## src/rtl/instr_fetch_unit.sv

```systemverilog
// Instruction fetch unit: owns the program counter, fetches 1- or 2-byte
// instructions from a 1-cycle-latency memory and hands them to the decoder.
module instr_fetch_unit #(
  parameter logic [7:0] PC_RESET    = 8'h00,
  parameter logic [1:0] LONG_PREFIX = 2'b11
) (
  input  logic        clk,
  input  logic        rst,
  input  logic        run,
  output logic [7:0]  iAddr,
  output logic        FETCH,
  input  logic [7:0]  instr,
  output logic [15:0] ir,
  output logic        ir_len,
  output logic [7:0]  ir_pc,
  output logic        ir_valid,
  input  logic        ir_ready,
  input  logic        jmp_en,
  input  logic [7:0]  jmp_addr,
  output logic [7:0]  pc
);

  typedef enum logic [2:0] {
    S_F1  = 3'd0,
    S_L1  = 3'd1,
    S_F2  = 3'd2,
    S_L2  = 3'd3,
    S_OUT = 3'd4
  } state_t;

  state_t      state_r;
  state_t      state_next_s;
  logic [7:0]  pc_r;
  logic [7:0]  op_r;
  logic [7:0]  operand_r;
  logic        ir_len_r;
  logic [7:0]  ir_pc_r;
  logic        fetch_s;

  // Next-state decode and memory read strobe.
  always_comb begin
    state_next_s = state_r;
    fetch_s      = 1'b0;
    case (state_r)
      S_F1: begin
        if (run) begin
          fetch_s      = 1'b1;
          state_next_s = S_L1;
        end else begin
          fetch_s      = 1'b0;
          state_next_s = S_F1;
        end
      end
      S_L1: begin
        if (instr[7:6] == LONG_PREFIX) begin
          state_next_s = S_F2;
        end else begin
          state_next_s = S_OUT;
        end
      end
      S_F2: begin
        fetch_s      = 1'b1;
        state_next_s = S_L2;
      end
      S_L2: begin
        state_next_s = S_OUT;
      end
      S_OUT: begin
        if (ir_ready) begin
          state_next_s = S_F1;
        end else begin
          state_next_s = S_OUT;
        end
      end
      default: begin
        state_next_s = S_F1;
      end
    endcase
  end

  // State, program counter and instruction assembly registers.
  always_ff @(posedge clk) begin
    if (rst) begin
      state_r   <= S_F1;
      pc_r      <= PC_RESET;
      op_r      <= 8'h00;
      operand_r <= 8'h00;
      ir_len_r  <= 1'b0;
      ir_pc_r   <= 8'h00;
    end else if (jmp_en) begin
      // Redirect drops any partial instruction; data from a fetch issued now is never loaded.
      state_r <= S_F1;
      pc_r    <= jmp_addr;
    end else begin
      state_r <= state_next_s;
      case (state_r)
        S_L1: begin
          op_r    <= instr;
          ir_pc_r <= pc_r;
          pc_r    <= pc_r + 8'd1;
          if (instr[7:6] == LONG_PREFIX) begin
            ir_len_r <= 1'b1;
          end else begin
            ir_len_r  <= 1'b0;
            operand_r <= 8'h00;
          end
        end
        S_L2: begin
          operand_r <= instr;
          pc_r      <= pc_r + 8'd1;
        end
        default: begin
        end
      endcase
    end
  end

  assign iAddr    = pc_r;
  assign pc       = pc_r;
  assign FETCH    = fetch_s;
  assign ir       = {op_r, operand_r};
  assign ir_len   = ir_len_r;
  assign ir_pc    = ir_pc_r;
  assign ir_valid = (state_r == S_OUT);

endmodule

```

## config.mk

```make
export PLATFORM = sky130hd
export DESIGN_NAME = instr_fetch_unit
export DESIGN_NICKNAME = d
export VERILOG_FILES = /design/src/rtl/instr_fetch_unit.sv
export SDC_FILE = /design/constraint.sdc
export NUM_CORES = 1
export LEC_CHECK = 0
export CAP_MARGIN = 30
export CORE_MARGIN = 5
export CORE_UTILIZATION = 46
export DETAILED_ROUTE_END_ITERATION = 8
export PLACE_DENSITY = 0.87
export SLEW_MARGIN = 20
export SYNTH_ARGS = -nofsm -noshare
export SYNTH_HDL_FRONTEND = slang
export SYNTH_SLANG_ARGS = --single-unit
export TNS_END_PERCENT = 30
```

## constraint.sdc

```tcl
create_clock -name clk -period 3.55 [get_ports clk]
set_clock_uncertainty 0.1 [all_clocks]
set_input_delay 0.71 -clock clk [delete_from_list [all_inputs] [get_ports clk]]
set_output_delay 0.71 -clock clk [all_outputs]
set_load 0.05 [all_outputs]
```

# Yosys cells after proc, flatten, opt, wreduce, memory -nomap -nowiden
# Cells that the tools add are included.
# classes
muxes	11
eq_ne	6
bitwise_logic	1
add_sub_neg	1
reduce_logical	7
# ops
cell	count
two-way mux 8 bit	3
one-hot mux 8 bit (2 select lines)	1
one-hot mux 3 bit (5 select lines)	1
adder 8 x 1 -> 8 bit, second input constant	1
== test 3 x 2 -> 1 bit, second input constant	2
two-way mux 3 bit	2
nonzero test 2 bit	2
OR reduction 2 bit	2
== test 3 x 1 -> 1 bit, second input constant	1
== test 3 bit, second input constant	1
zero test 3 bit	1
two-way mux 1 bit	3
AND reduction 3 bit	1
== test 2 bit, second input constant	1
inequality test 2 bit, second input constant	1
one-hot mux 1 bit (2 select lines)	1
AND reduction 2 bit	1
inverter 1 bit	1
# totals
regBits	36
elab_cells	32
inputBits	21
out_inout_bits	43

# Logic depth before layout (Yosys ltp)
# logic_depth
word_depth	4
mapped_depth	6
depth_no_buf	4

# Least setup slack after synthesis
# OpenSTA, ideal clock, no wires.
# synth_timing
kind	in2out
start	in run
end	out FETCH
cell_stages	2
path_buffers	0
path_slack_ns	0.922
t_required_ns	2.740
arrival_time_ns	1.818
cell_sequence	nor2_1 nor3_1
# synth_via
elab_chain_cells	2
# synth_rtl
element	line	source
start: declaration	9	input logic run,
two-way mux 1 bit	46	if (run) begin
one-hot mux 1 bit (2 select lines)	44	case (state_r)
end: declaration	11	output logic FETCH,
# No other way between the ends.

# Final worst setup path
# Same ends and word-level chain as after synthesis.

==> summary.md <==
| Metric | Value |
|---|---|
| Status | completed |
| Clk sinks | 36 |
| Synth top area share | 44.9% |
| Placed cells | 264 |
| Max Cap Violations | 0 |
| Clock Tree Root | clkbuf_4 |
| Final nets | 247 |
| Post-Layout Cell Count | 272 |
| Die area | ~4800 um^2 |
| Simple-Gate Fraction of Synth Area | 22.8% |
| P&R area growth vs syn | 39.0% |
| Synth Area in Adders | less than 1% |
| Synth area leader | dfxtp_1 |
| Most common cell after layout, fill and taps aside | clkdlybuf4s50_1 |
| Tcrit/Tclk final | 86.3% |
| Post-synth EDFFs | 0 |
| Die Ht | 69.1 um |
| IO buf count | between 60 and 70 |
| TNS Setup | 0 ns |
| Vias in the first global route | 1369 |
| Via-per-instance ratio | 5.15 |
| Final setup fails | 0 |
| Antenna cells | 0 |
| Post-cts resize count | 0 |
| Worst-Skew Late Latency | 0.33 ns |
| Cell Area, Synth | between 1500 and 2000 um^2 |
| CP required | 2.74 ns |
| CTS tree | built |
| DPL Wire Length | ~2.9 mm |
| Slowest CP cell | clkdlybuf4s50_1 |
| Seq/Total Area, Yosys | 44.9% |
| R2R setup slack | 1.76 ns |
| Worst-Margin Slew | 0.873 ns |
| WHS | about 0.36 ns |
| Crit path top cell by count | clkdlybuf4s50_1 |
| Commonest non-fill, non-tap cells in the layout | 63 x clkdlybuf4s50_1, 36 x dfxtp_1, 23 x nand2_1, 10 x nand2_2, 10 x a21oi_2 |
| Kind of critical path | input port to output port |
| Worst path max stage delay | between 0.8 and 0.9 ns |
| Highest clock rate | ~330 MHz |
| Leakage | about 0.76 nW |
| Number of buffers created by CTS | 5 |
| Initial core utilization | 47.7% |
| Total setup buffers inserted after CTS | 0 |
| Worst-path clk slew | 0.09 ns |
| Ys flop type | dfxtp_1 |
| Synth cell types | 41 |
| Total congestion overflow | 0 |
| CP Cell Sequence | clkdlybuf4s50_1 -> nor2_1 -> nor3_1 -> clkdlybuf4s50_1 |
| Drt first pass iters | 4 |
| IO Count | 64 |
| Crit path max fanout | 2 |
| Critical Path AT | 2.25 ns |
| Routed wire length per instance | 14.3 um |
| Crit. End Element | output port |
| Synth Area in XOR/XNOR | 1.09% |
| Worst hold stages | 2 |
| Worst r2r path cells | 3 |
| GRT Resource Usage Total | 17.0% |
| Total number of vias | 1402 |
| Post-CTS Hold Fix Bufs | 0 |
| Number of DRC markers in iteration 0 | 80 |
| Worst vdd ir | 0.000207 V |
| CTS H-tree depth | 2 |
| Drt total wl | between 3 and 4 mm |
| First-pass GRT wire length | 6.56 mm |
| Worst Setup Start Kind | input port |
| Worst reg2reg endpoint | op_r[6] |
| Largest family of logic cells by synthesized area | simple AND/OR/NAND/NOR gates |
| Routed Antenna Nets | 0 |
| Syn avg cell area | 9.33 um^2 |
| Syn Inst Count | 172 |
| Layout cells sized above 1 | 13.3% |
| Final Hold Vio Count | 0 |
| Detailed-route DRC error count | 0 |
| Compound-Gate Fraction of Synth Area | ~19% |
| Post-layout power | 0.821 mW |
| Core Footprint | 3360 um^2 |
| Largest net degree at the start of global routing | 18 |
| Gpl congestion | 0.746 |
| Yosys reg bits | 36 |
| Pwr dens | 368 nW/um^2 |
| Worst r2r src | state_r[0] |
| Min-Delay Startpoint | ir_pc[4] |
| Clock Path Buffers | 2 |
| Die Wd | roughly 69 um |
| Initial antenna violation count | 0 |
| Yosys warns | 0 |
| Slew Viols, Final | 0 |
| Slew HR | 41.5% |
| RSZ-0062 raised after global routing | no |
| Mux contribution to synthesized area | 1.25% |
| Row count | 21 |
| Top post-synthesis cells by area | dfxtp_1 45%, a21oi_2 5.5%, nand2_1 5.4%, a22o_1 4.4%, nand2_2 3.9% |
| Post-route minimum period | 3.06 ns |
| Hold crit path type | flip-flop to flip-flop |
| Async set or reset register ratio after synthesis | 0% |
| Syn Nets | a little under 200 |
| Hold endpoint | ir_pc[4] |
==> cell usage after synthesis, types with 3 or more instances <==
library cell and number:
nand2_1 23, o21ai_0 4, a211oi_1 3, a21oi_2 10, buf_2 3, or3_1 4
clkbuf_1 4, and3b_1 3, nand2_2 10, a21oi_1 7, a22o_1 8, nor2_1 8
dfxtp_1 36, buf_4 8, inv_1 5
==> metal layers <==
metal	GRT usage (%)	routed length [um]	share of wire (%)
met1	19.9	1640	42
met2	27.9	1900	49
met3	6.25	268	6.9
met4	6.94	73	1.9
met5	0	0	0
==> final cells by class <==
| cell class | count | area, um^2 |
|---|---|---|
| flip-flops and latches | 36 | 721 |
| well taps | 46 | 57.6 |
| multi-input cells | 112 | 729 |
| repair buffers | 65 | 646 |
| fillers | 305 | 1130 |
| inverters | 5 | 18.8 |
| clock buffers | 8 | 58.8 |
==> worst max-delay path: cells and delay by family <==
| kind | cells | cell delay (ns) |
|---|---|---|
| and+or+nand+nor | 2 | 0.21 |
| buffers and inverters | 2 | 1.33 |
==> flip-flops by register name, indices dropped and copies added (netlist names) <==
register and cells:
ir_len 1, state_r 3, op_r 8, iAddr 8, ir_pc 8, operand_r 8
==> worst max-delay path by stage <==
stage                     cells past startpoint    end  slack, ns  start
after floorplan                               2  FETCH       0.92    run
after global placement                        4  FETCH       0.49    run
after CTS                                     4  FETCH       0.48    run
final                                         4  FETCH       0.49    run
after global routing                          4  FETCH       0.42    run
after detailed placement                      4  FETCH       0.48    run
==> power by group <==
part	switching, mW	internal, mW
Combinational	0.101	0.0643
Clock	0.127	0.0977
Sequential	0.0164	0.415
Total	0.244	0.577
==> per-stage QoR <==
| step | utilization, % | setup slack [ns] | area (um^2) |
|---|---|---|---|
| floorplan | - | 0.922 | 1610 |
| global placement | 64.6 | 0.485 | 2170 |
| detailed placement | 64.6 | 0.483 | 2170 |
| CTS | 66.3 | 0.482 | 2230 |
| global route | 66.3 | 0.420 | 2230 |
| finish | 66.3 | 0.487 | 2230 |
==> cells by family (layout without fill, tap and decap cells) <==
| family | Yosys count | in the layout |
|---|---|---|
| adders and majority gates | 1 | 1 |
| AOI/OAI and AO/OA | 42 | 42 |
| xor gates and xnor gates | 2 | 2 |
| buffers and inverters | 24 | 78 |
| and+or+nand+nor | 65 | 65 |
| muxes | 2 | 2 |
| DFF | 36 | 36 |
(Power assumes the default switching activity.)
